**config.mk**
```make
export PLATFORM = sky130hd
export DESIGN_NAME = commit_trace_buffer_flat
export DESIGN_NICKNAME = d
export VERILOG_FILES = /design/src/rtl/commit_trace_if.sv /design/src/rtl/commit_trace_buffer.sv /design/src/flat_wrapper.sv
export SDC_FILE = /design/constraint.sdc
export NUM_CORES = 2
export LEC_CHECK = 0
export BUFFER_PORTS_ARGS = -buffer_cell sky130_fd_sc_hd__buf_2
export CAP_MARGIN = 0
export CELL_PAD_IN_SITES_DETAIL_PLACEMENT = 2
export CELL_PAD_IN_SITES_GLOBAL_PLACEMENT = 2
export CORE_MARGIN = 2
export CORE_UTILIZATION = 47
export CTS_CLUSTER_SIZE = 28
export DETAILED_ROUTE_END_ITERATION = 7
export PLACE_DENSITY_LB_ADDON = 0.1
export SLEW_MARGIN = 20
export SYNTH_ARGS = -nofsm -noshare
export SYNTH_HDL_FRONTEND = slang
export SYNTH_SLANG_ARGS = --single-unit
```
**constraint.sdc**
```tcl
create_clock -name clk_i -period 17.21 [get_ports clk_i]
set_input_delay 0 -clock clk_i [delete_from_list [all_inputs] [get_ports clk_i]]
set_output_delay 0 -clock clk_i [all_outputs]
set_load 0.02 [all_outputs]
```
**src/rtl/commit_trace_if.sv**
```systemverilog
// Commit trace bundle: retirement/exception inputs plus the record stream to the consumer.
// Optional macro COMMIT_TRACE_TIMESTAMP_EN adds the out_tstamp_o record field.
interface commit_trace_if #(
    parameter int DEPTH = 8
);
    localparam int CNT_W = $clog2(DEPTH) + 1;

    // Retirement side
    logic [1:0]        commit_ack_i;
    logic [1:0][63:0]  commit_pc_i;
    logic [1:0][31:0]  commit_instr_i;
    logic [1:0][4:0]   waddr_i;
    logic [1:0][63:0]  wdata_i;
    logic [1:0]        we_gpr_i;
    logic [1:0]        we_fpr_i;
    logic [1:0]        priv_lvl_i;
    logic              debug_mode_i;
    logic              ex_valid_i;
    logic [63:0]       ex_cause_i;
    logic [63:0]       ex_tval_i;

    // Record stream side
    logic              out_ready_i;
    logic              out_valid_o;
    logic              out_kind_o;
    logic [63:0]       out_pc_o;
    logic [31:0]       out_instr_o;
    logic [4:0]        out_rd_o;
    logic              out_we_gpr_o;
    logic              out_we_fpr_o;
    logic [63:0]       out_data_o;
    logic [63:0]       out_cause_o;
    logic [1:0]        out_priv_o;
`ifdef COMMIT_TRACE_TIMESTAMP_EN
    logic [63:0]       out_tstamp_o;
`endif

    // Status
    logic [CNT_W-1:0]  count_o;
    logic [15:0]       drop_cnt_o;
    logic              overflow_o;

    // Core/consumer view: drives retirement inputs and out_ready_i
    modport master (
        output commit_ack_i, commit_pc_i, commit_instr_i, waddr_i, wdata_i,
               we_gpr_i, we_fpr_i, priv_lvl_i, debug_mode_i,
               ex_valid_i, ex_cause_i, ex_tval_i, out_ready_i,
        input  out_valid_o, out_kind_o, out_pc_o, out_instr_o, out_rd_o,
               out_we_gpr_o, out_we_fpr_o, out_data_o, out_cause_o, out_priv_o,
`ifdef COMMIT_TRACE_TIMESTAMP_EN
               out_tstamp_o,
`endif
               count_o, drop_cnt_o, overflow_o
    );

    // Trace buffer view
    modport slave (
        input  commit_ack_i, commit_pc_i, commit_instr_i, waddr_i, wdata_i,
               we_gpr_i, we_fpr_i, priv_lvl_i, debug_mode_i,
               ex_valid_i, ex_cause_i, ex_tval_i, out_ready_i,
        output out_valid_o, out_kind_o, out_pc_o, out_instr_o, out_rd_o,
               out_we_gpr_o, out_we_fpr_o, out_data_o, out_cause_o, out_priv_o,
`ifdef COMMIT_TRACE_TIMESTAMP_EN
               out_tstamp_o,
`endif
               count_o, drop_cnt_o, overflow_o
    );
endinterface

```
**src/rtl/commit_trace_buffer.sv**
```systemverilog
// Commit trace buffer: collects up to three ordered records per cycle (port-0 retire,
// port-1 retire, exception) into a DEPTH-entry FIFO. A group that does not fit in the
// free space seen at the start of the cycle is dropped whole and counted.
// Optional macro COMMIT_TRACE_TIMESTAMP_EN stores a free-running cycle stamp per record.
module commit_trace_buffer #(
    parameter int DEPTH = 8
) (
    input  logic          clk_i,
    input  logic          rst_ni,
    commit_trace_if.slave bus
);
    localparam int PTR_W = $clog2(DEPTH);
    localparam int CNT_W = PTR_W + 1;

    typedef struct packed {
        logic        kind;
        logic [63:0] pc;
        logic [31:0] instr;
        logic [4:0]  rd;
        logic        we_gpr;
        logic        we_fpr;
        logic [63:0] data;
        logic [63:0] cause;
        logic [1:0]  priv;
`ifdef COMMIT_TRACE_TIMESTAMP_EN
        logic [63:0] tstamp;
`endif
    } rec_t;

    rec_t              mem_r [DEPTH];
    logic [PTR_W-1:0]  wptr_r;
    logic [PTR_W-1:0]  rptr_r;
    logic [CNT_W-1:0]  count_r;
    logic [15:0]       drop_r;
    logic              ovf_r;
`ifdef COMMIT_TRACE_TIMESTAMP_EN
    logic [63:0]       tstamp_r;
`endif

    rec_t              port_rec_s [2];
    rec_t              exc_rec_s;
    rec_t              grp_s [3];
    rec_t              head_s;
    logic [1:0]        grp_n_s;
    logic              ex_take_s;
    logic [CNT_W-1:0]  free_s;
    logic              fit_s;
    logic              wr_s;
    logic              pop_s;
    logic [16:0]       drop_sum_s;

    // A breakpoint taken while in debug mode is a debugger event, not a trace record
    always_comb begin
        ex_take_s = bus.ex_valid_i && !(bus.debug_mode_i && (bus.ex_cause_i == 64'd3));
    end

    // Candidate records for both retire ports and the exception
    always_comb begin
        for (int p = 0; p < 2; p++) begin
            port_rec_s[p]        = '0;
            port_rec_s[p].kind   = 1'b0;
            port_rec_s[p].pc     = bus.commit_pc_i[p];
            port_rec_s[p].instr  = bus.commit_instr_i[p];
            port_rec_s[p].rd     = bus.waddr_i[p];
            port_rec_s[p].we_gpr = bus.we_gpr_i[p] && (bus.waddr_i[p] != 5'd0);
            port_rec_s[p].we_fpr = bus.we_fpr_i[p];
            port_rec_s[p].data   = bus.wdata_i[p];
            port_rec_s[p].cause  = 64'd0;
            port_rec_s[p].priv   = bus.priv_lvl_i;
`ifdef COMMIT_TRACE_TIMESTAMP_EN
            port_rec_s[p].tstamp = tstamp_r;
`endif
        end
        exc_rec_s        = '0;
        exc_rec_s.kind   = 1'b1;
        exc_rec_s.pc     = bus.commit_pc_i[0];
        exc_rec_s.instr  = bus.commit_instr_i[0];
        exc_rec_s.rd     = 5'd0;
        exc_rec_s.we_gpr = 1'b0;
        exc_rec_s.we_fpr = 1'b0;
        exc_rec_s.data   = bus.ex_tval_i;
        exc_rec_s.cause  = bus.ex_cause_i;
        exc_rec_s.priv   = bus.priv_lvl_i;
`ifdef COMMIT_TRACE_TIMESTAMP_EN
        exc_rec_s.tstamp = tstamp_r;
`endif
    end

    // Pack present records into consecutive group slots, oldest first
    always_comb begin
        grp_s[0] = '0;
        grp_s[1] = '0;
        grp_s[2] = '0;
        grp_n_s  = 2'd0;
        case ({ex_take_s, bus.commit_ack_i})
            3'b000: begin
                grp_n_s = 2'd0;
            end
            3'b001: begin
                grp_s[0] = port_rec_s[0];
                grp_n_s  = 2'd1;
            end
            3'b010: begin
                grp_s[0] = port_rec_s[1];
                grp_n_s  = 2'd1;
            end
            3'b011: begin
                grp_s[0] = port_rec_s[0];
                grp_s[1] = port_rec_s[1];
                grp_n_s  = 2'd2;
            end
            3'b100: begin
                grp_s[0] = exc_rec_s;
                grp_n_s  = 2'd1;
            end
            3'b101: begin
                grp_s[0] = port_rec_s[0];
                grp_s[1] = exc_rec_s;
                grp_n_s  = 2'd2;
            end
            3'b110: begin
                grp_s[0] = port_rec_s[1];
                grp_s[1] = exc_rec_s;
                grp_n_s  = 2'd2;
            end
            3'b111: begin
                grp_s[0] = port_rec_s[0];
                grp_s[1] = port_rec_s[1];
                grp_s[2] = exc_rec_s;
                grp_n_s  = 2'd3;
            end
            default: begin
                grp_n_s = 2'd0;
            end
        endcase
    end

    // Admission: free space is judged before this cycle's pop, so a pop never makes room
    always_comb begin
        free_s     = CNT_W'(DEPTH) - count_r;
        fit_s      = (CNT_W'(grp_n_s) <= free_s);
        wr_s       = fit_s && (grp_n_s != 2'd0);
        pop_s      = (count_r != {CNT_W{1'b0}}) && bus.out_ready_i;
        drop_sum_s = {1'b0, drop_r} + 17'(grp_n_s);
    end

    // Pointers, occupancy and drop accounting
    always_ff @(posedge clk_i or negedge rst_ni) begin
        if (!rst_ni) begin
            wptr_r  <= {PTR_W{1'b0}};
            rptr_r  <= {PTR_W{1'b0}};
            count_r <= {CNT_W{1'b0}};
            drop_r  <= 16'd0;
            ovf_r   <= 1'b0;
        end else begin
            if (wr_s) begin
                wptr_r <= wptr_r + PTR_W'(grp_n_s);
            end
            if (pop_s) begin
                rptr_r <= rptr_r + {{(PTR_W-1){1'b0}}, 1'b1};
            end
            count_r <= count_r + CNT_W'(wr_s ? grp_n_s : 2'd0) - CNT_W'(pop_s);
            if (!fit_s) begin
                drop_r <= drop_sum_s[16] ? 16'hFFFF : drop_sum_s[15:0];
                ovf_r  <= 1'b1;
            end
        end
    end

`ifdef COMMIT_TRACE_TIMESTAMP_EN
    // Free-running cycle stamp shared by every record of a group
    always_ff @(posedge clk_i or negedge rst_ni) begin
        if (!rst_ni) begin
            tstamp_r <= 64'd0;
        end else begin
            tstamp_r <= tstamp_r + 64'd1;
        end
    end
`endif

    // Record storage; contents are left as-is across reset since count gates visibility
    always_ff @(posedge clk_i) begin
        for (int k = 0; k < 3; k++) begin
            if (wr_s && (2'(k) < grp_n_s)) begin
                mem_r[wptr_r + PTR_W'(k)] <= grp_s[k];
            end
        end
    end

    // Head entry and status come straight from registered state
    always_comb begin
        head_s            = mem_r[rptr_r];
        bus.out_valid_o   = (count_r != {CNT_W{1'b0}});
        bus.out_kind_o    = head_s.kind;
        bus.out_pc_o      = head_s.pc;
        bus.out_instr_o   = head_s.instr;
        bus.out_rd_o      = head_s.rd;
        bus.out_we_gpr_o  = head_s.we_gpr;
        bus.out_we_fpr_o  = head_s.we_fpr;
        bus.out_data_o    = head_s.data;
        bus.out_cause_o   = head_s.cause;
        bus.out_priv_o    = head_s.priv;
`ifdef COMMIT_TRACE_TIMESTAMP_EN
        bus.out_tstamp_o  = head_s.tstamp;
`endif
        bus.count_o       = count_r;
        bus.drop_cnt_o    = drop_r;
        bus.overflow_o    = ovf_r;
    end
endmodule
```
**src/flat_wrapper.sv**
```systemverilog
// flat-port wrapper written by rule: the top's interface ports become plain ports
module commit_trace_buffer_flat 
#(
    parameter int DEPTH = 8
)
  (clk_i, rst_ni, bus_commit_ack_i, bus_commit_pc_i, bus_commit_instr_i, bus_waddr_i, bus_wdata_i, bus_we_gpr_i, bus_we_fpr_i, bus_priv_lvl_i, bus_debug_mode_i, bus_ex_valid_i, bus_ex_cause_i, bus_ex_tval_i, bus_out_ready_i, bus_out_valid_o, bus_out_kind_o, bus_out_pc_o, bus_out_instr_o, bus_out_rd_o, bus_out_we_gpr_o, bus_out_we_fpr_o, bus_out_data_o, bus_out_cause_o, bus_out_priv_o, bus_count_o, bus_drop_cnt_o, bus_overflow_o);
  commit_trace_if #(.DEPTH(DEPTH)) bus_i ();
  input  logic clk_i;
  input  logic rst_ni;
  input wire logic [$bits(bus_i.commit_ack_i)-1:0] bus_commit_ack_i;
  input wire logic [$bits(bus_i.commit_pc_i)-1:0] bus_commit_pc_i;
  input wire logic [$bits(bus_i.commit_instr_i)-1:0] bus_commit_instr_i;
  input wire logic [$bits(bus_i.waddr_i)-1:0] bus_waddr_i;
  input wire logic [$bits(bus_i.wdata_i)-1:0] bus_wdata_i;
  input wire logic [$bits(bus_i.we_gpr_i)-1:0] bus_we_gpr_i;
  input wire logic [$bits(bus_i.we_fpr_i)-1:0] bus_we_fpr_i;
  input wire logic [$bits(bus_i.priv_lvl_i)-1:0] bus_priv_lvl_i;
  input wire logic [$bits(bus_i.debug_mode_i)-1:0] bus_debug_mode_i;
  input wire logic [$bits(bus_i.ex_valid_i)-1:0] bus_ex_valid_i;
  input wire logic [$bits(bus_i.ex_cause_i)-1:0] bus_ex_cause_i;
  input wire logic [$bits(bus_i.ex_tval_i)-1:0] bus_ex_tval_i;
  input wire logic [$bits(bus_i.out_ready_i)-1:0] bus_out_ready_i;
  output wire logic [$bits(bus_i.out_valid_o)-1:0] bus_out_valid_o;
  output wire logic [$bits(bus_i.out_kind_o)-1:0] bus_out_kind_o;
  output wire logic [$bits(bus_i.out_pc_o)-1:0] bus_out_pc_o;
  output wire logic [$bits(bus_i.out_instr_o)-1:0] bus_out_instr_o;
  output wire logic [$bits(bus_i.out_rd_o)-1:0] bus_out_rd_o;
  output wire logic [$bits(bus_i.out_we_gpr_o)-1:0] bus_out_we_gpr_o;
  output wire logic [$bits(bus_i.out_we_fpr_o)-1:0] bus_out_we_fpr_o;
  output wire logic [$bits(bus_i.out_data_o)-1:0] bus_out_data_o;
  output wire logic [$bits(bus_i.out_cause_o)-1:0] bus_out_cause_o;
  output wire logic [$bits(bus_i.out_priv_o)-1:0] bus_out_priv_o;
  output wire logic [$bits(bus_i.count_o)-1:0] bus_count_o;
  output wire logic [$bits(bus_i.drop_cnt_o)-1:0] bus_drop_cnt_o;
  output wire logic [$bits(bus_i.overflow_o)-1:0] bus_overflow_o;
  assign bus_i.commit_ack_i = bus_commit_ack_i;
  assign bus_i.commit_pc_i = bus_commit_pc_i;
  assign bus_i.commit_instr_i = bus_commit_instr_i;
  assign bus_i.waddr_i = bus_waddr_i;
  assign bus_i.wdata_i = bus_wdata_i;
  assign bus_i.we_gpr_i = bus_we_gpr_i;
  assign bus_i.we_fpr_i = bus_we_fpr_i;
  assign bus_i.priv_lvl_i = bus_priv_lvl_i;
  assign bus_i.debug_mode_i = bus_debug_mode_i;
  assign bus_i.ex_valid_i = bus_ex_valid_i;
  assign bus_i.ex_cause_i = bus_ex_cause_i;
  assign bus_i.ex_tval_i = bus_ex_tval_i;
  assign bus_i.out_ready_i = bus_out_ready_i;
  assign bus_out_valid_o = bus_i.out_valid_o;
  assign bus_out_kind_o = bus_i.out_kind_o;
  assign bus_out_pc_o = bus_i.out_pc_o;
  assign bus_out_instr_o = bus_i.out_instr_o;
  assign bus_out_rd_o = bus_i.out_rd_o;
  assign bus_out_we_gpr_o = bus_i.out_we_gpr_o;
  assign bus_out_we_fpr_o = bus_i.out_we_fpr_o;
  assign bus_out_data_o = bus_i.out_data_o;
  assign bus_out_cause_o = bus_i.out_cause_o;
  assign bus_out_priv_o = bus_i.out_priv_o;
  assign bus_count_o = bus_i.count_o;
  assign bus_drop_cnt_o = bus_i.drop_cnt_o;
  assign bus_overflow_o = bus_i.overflow_o;
  commit_trace_buffer #(.DEPTH(DEPTH)) u_core (.clk_i(clk_i), .rst_ni(rst_ni), .bus(bus_i));
endmodule
```
## Yosys cells after proc, flatten, opt, wreduce, memory -nomap -nowiden

Memory sizes are Yosys's and may differ from the RTL's.
Cells that the tools add are included.
Widths: inputs -> output; s select.

| storage, ports and cells | value |
|---|---|
| ROM bits | 0 |
| word-level logic and storage cells | 59 |
| memories | 1 |
| bits of input ports | 471 |
| bits in latches | 0 |
| register bits | 27 |
| output and inout bits | 256 |
| bits in writable memories | 1872 |

Memories:

| name | words | width | rd ports | clocked after Yosys merged registers in | wr ports | RTL line | RTL |
|---|---|---|---|---|---|---|---|
| u_core.mem_r | 8 | 234 | 1 | 0 | 3 | commit_trace_buffer.sv:30 | `rec_t mem_r [DEPTH];` |

| operators by class | value |
|---|---|
| shifts and indexed selects | 0 |
| $lt $le $gt $ge | 4 |
| multiply operators | 0 |
| mux-type cells | 12 |
| bitwise operators | 0 |
| reduce and logical (&&, ||, !) cells | 21 |
| equality and inequality tests | 8 |
| divide/modulo/power cells | 0 |
| add/sub/neg operators | 8 |

Operators by type and width:

| operator | number |
|---|---|
| $pmux 234 s3 | 1 |
| $pmux 234 s2 | 1 |
| $mux 234 | 1 |
| $eq 64x2->1 const B | 1 |
| $add 16x2->17 | 1 |
| $mux 16 | 1 |
| $eq 3x3->1 const B | 4 |
| $reduce_bool 5->1 | 2 |
| $logic_and 1x1->1 | 9 |
| $pmux 2 s4 | 1 |
| $add 3x1->3 const B | 2 |
| $eq 3x2->1 const B | 2 |
| $mux 1 | 6 |
| $reduce_or 2->1 | 3 |
| $reduce_or 3->1 | 2 |
| $add 4x4->4 | 1 |
| $le 2x4->1 | 1 |
| $lt 1x2->1 const A | 2 |
| $reduce_bool 4->1 | 1 |
| $reduce_or 4->1 | 1 |
| $sub 4x1->4 | 1 |
| $sub 4x4->4 const A | 1 |
| $add 3x2->3 | 1 |
| $add 3x2->3 const B | 1 |
| 6 further kinds | 6 |

## Logic depth before layout (Yosys ltp)

| logic depth | value |
|---|---|
| word-level depth | 12 |
| gate-level depth with buffers | 24 |
| depth with buffers taken out | 19 |

## Worst setup path after synthesis

No wires, ideal clock.

| timing | value |
|---|---|
| kind | input-to-reg |
| start | input port bus_ex_cause_i[24] |
| end | memory u_core.mem_r[2][0] (netlist bit), enable pin |
| library setup time | 1781 ps |
| arrival time | 8667 ps |
| buffers on the path | 7 |
| required time | 15429 ps |
| cell stages on the path | 21 |
| setup slack | 6761 ps |
| cell sequence | or4_1 or4_4 o21ai_2 buf_6 inv_2 clkbuf_1 clkbuf_1 fa_1 clkbuf_1 and2_1 clkbuf_1 a311oi_1 ha_1 nand2_1 o211ai_1 buf_2 nor2_1 nor3_1 a31oi_1 buf_2 nand2_1 |

RTL lines:

| element | RTL line | RTL |
|---|---|---|
| start: declaration | flat_wrapper.sv:20 | `input wire logic [$bits(bus_i.ex_cause_i)-1:0] bus_ex_cause_i;` |
| end: declaration | commit_trace_buffer.sv:30 |  |

==> reports/metrics.yaml <==
root_buffer: "clkbuf_16"
grt_setup_unrepaired: "no"
outcome: "completed"
fin_total_pwr_mw: 24.1
placed_cells: 9440
die-area_mm2: 0.204
htreeDepth: 4
timing.critical_path.from_type: "input pin"
cp.arrival_ps: 10920
p_leak_nw: 39.4
clock-sinks: 1899
ys_types: 71
drt-initial-drc-count: 11500
utilization_pct: 57.1
syn_area_mm2: 0.0944
placed_cell_area_mm2: 0.0994
synth_cells: 6784
drv_cap: 0
dp_slack_ps: 8040
setup_viol: 0
grt_max_degree: 138
dr.pass1.iters: 6
synth_nets: 7273
grt_pass1_wl_um: 631000
die_w_um: 452
grt_pass1_vias: 82200
tns_ps: 0
final.setup.worst_slack_ps: 7020
power_density_mw_per_mm2: 212
fin_crit_sh_pct: 59.2
cp_max_fo: 57
holdWs_ps: 44.1
dp_hpwl_um: 217000
core_mm2: 0.200
finalHoldViolCount: 0
cts_buffers: 208
place.gp.congestion: 0.846
synth_ff_type: "edfxtp_1"
synth_async_sr_flop_share_pct: 1.42
avgSynthCellArea_um2: 13.9
instances_no_fill: 10700
clkTransAtPathRegs_ps: 70
crit_required_ps: 17940
hold_path_class: "input pin to flop"
clock.fmax_mhz: 98.2
drtAntennaViolNets: 0
insertion_delay_ps: 900
vias_per_cell: 7.27
synth_edf_count: 1816
die_h_um: 452
r2r_setup_slack_ps: 10820
antenna_found_initial: 67
drive_gt1_share_pct: 24.3
grt_usage_pct: 42.9
vias: 77500
ios: 727
cts_tree: "yes"
initial_core_util_pct: 47.3
synth_seq_cells: 1899
end_kind: "flop"
grt_overflow_total: 0
drc: 0
max-slew-margin-rel_pct: 15.6
rows: 164
nets: 8274
syn2layout_area_growth_pct: 20.7
wirelength_um: 449000
skew_ps: 65.5
worstMarginPinSlew_ps: 1270
post-route-cell-area_mm2: 0.114
finalMaxSlewViolations: 0
vdd_ir_drop_max_mv: 0.198
critical_path_class: "input pin to flop"
seq_area_frac_synth_pct: 59.7
period_needed_ps: 10190
post_cts_buffers: 0
yosysWarnings: 0
clk_path_buf_depth: 3
wl_per_cell_um: 42.1
io_buffers: 726
cells in the mapped netlist (8+ instances only):
cell type | number | area (um2)
a21o_1 | 23 | 173
a21oi_1 | 131 | 656
a22o_1 | 773 | 6770
a22oi_1 | 8 | 60.1
a31oi_1 | 18 | 113
and2_1 | 272 | 1700
buf_1 | 291 | 1090
buf_2 | 61 | 305
buf_6 | 36 | 405
clkbuf_1 | 482 | 1810
dfrtp_1 | 27 | 676
dfxtp_1 | 56 | 1120
edfxtp_1 | 1816 | 54500
ha_1 | 14 | 175
inv_1 | 17 | 63.8
mux2_2 | 238 | 2680
mux4_2 | 468 | 10500
nand2_1 | 787 | 2950
nand3_1 | 46 | 230
nor2_1 | 323 | 1210
nor3_1 | 22 | 110
nor4_1 | 21 | 131
o211ai_1 | 18 | 135
o21ai_0 | 96 | 480
o21ai_1 | 55 | 275
o221ai_1 | 510 | 4470
o22ai_1 | 31 | 194
o32ai_1 | 15 | 131
xnor2_1 | 19 | 166
xor2_1 | 8 | 70.1
where the power goes:
part / internal, mW / leakage (nW) / switching [mW]
logic: 3.76 / 18.6 / 7.21
registers: 7.73 / 17.7 / 0.875
clock network: 2.42 / 3.12 / 2.12
final timing paths:
path,depth (start not counted),end,start
worst min-delay path,3,u_core.mem_r[5][10],bus_ex_cause_i[8]
worst max register to register,16,u_core.mem_r[3][199],u_core.bus.count_o[0]
worst max-delay path,24,u_core.mem_r[7][212],bus_ex_cause_i[43]
worst min register to register,1,u_core.bus.overflow_o,u_core.bus.overflow_o
min in group asynchronous,4,u_core.bus.drop_cnt_o[14],rst_ni
max in group asynchronous,4,u_core.wptr_r[1],rst_ni
flip-flops by register name, indices dropped and copies added (netlist names):
register	flops
u_core.mem_r	1872
u_core.wptr_r	3
u_core.bus.count_o	4
u_core.bus.overflow_o	1
u_core.bus.drop_cnt_o	16
u_core.rptr_r	3
cell type report:
class / instances / area [um2]
Antenna cell: 45 / 113
Clock buffer: 284 / 5650
Clock inverter: 101 / 774
Fill cell: 17700 / 85700
Inverter: 20 / 77.6
Multi-Input combinational cell: 3993 / 34800
Sequential cell: 1899 / 56300
Tap cell: 2656 / 3320
Timing Repair Buffer: 1663 / 12800
metal layers:
metal  vias up  wire length [um]  track usage (%)
met5         -               281                0
met4        44             32400             28.2
met1     40300            157000             52.3
met3      1689             43900             8.84
met2      6326            216000             69.3
li1      29200                 -                -
what timing repair did:
action / CTS / global route
endpoints found under the hold margin: 1894 / 0
gates resized for setup: 0 / 0
hold buffers: 788 / 0
critical path, cell delays in order:
cell and delay (ps):
dlygate4sd3_1 530, dlygate4sd3_1 540, buf_2 150, nor4_1 450, nand4_1 620, or4_4 800, o21ai_4 180, clkinv_2 550
fa_1 910, and2_1 400, a311oi_1 500, ha_1 330, nand2_1 90, o211ai_1 100, buf_4 240, o211ai_1 240
buf_4 400, nand2_4 480, buf_4 550, o22ai_4 230, buf_4 570, buf_4 880, a22o_1 280, dlygate4sd3_1 570
layout by cell type (no fill, tap or decap), types with 24 or more instances in the layout:
| cell | count |
|---|---|
| edfxtp_1 | 1816 |
| dlygate4sd3_1 | 787 |
| a22o_1 | 773 |
| nand2_1 | 772 |
| buf_2 | 724 |
| o221ai_1 | 509 |
| mux4_2 | 468 |
| nor2_1 | 314 |
| and2_1 | 271 |
| mux2_2 | 238 |
| clkbuf_16 | 213 |
| buf_4 | 137 |
| a21oi_1 | 127 |
| o21ai_0 | 96 |
| clkbuf_1 | 66 |
| dfxtp_1 | 56 |
| o21ai_1 | 55 |
| nand3_1 | 46 |
| diode_2 | 45 |
| clkinv_1 | 43 |
| clkinv_2 | 33 |
| dfrtp_1 | 24 |
logic make-up after synthesis:
group | after synthesis | share of synthesized area [%]
compound gates | 1722 | 14.7
xor+xnor | 27 | 0.251
fa+ha+maj | 19 | 0.281
buf+inv | 892 | 3.92
flops | 1899 | 59.7
mux | 713 | 14.1
simple gates | 1512 | 7.03
Power figures use the tool's default switching activity.
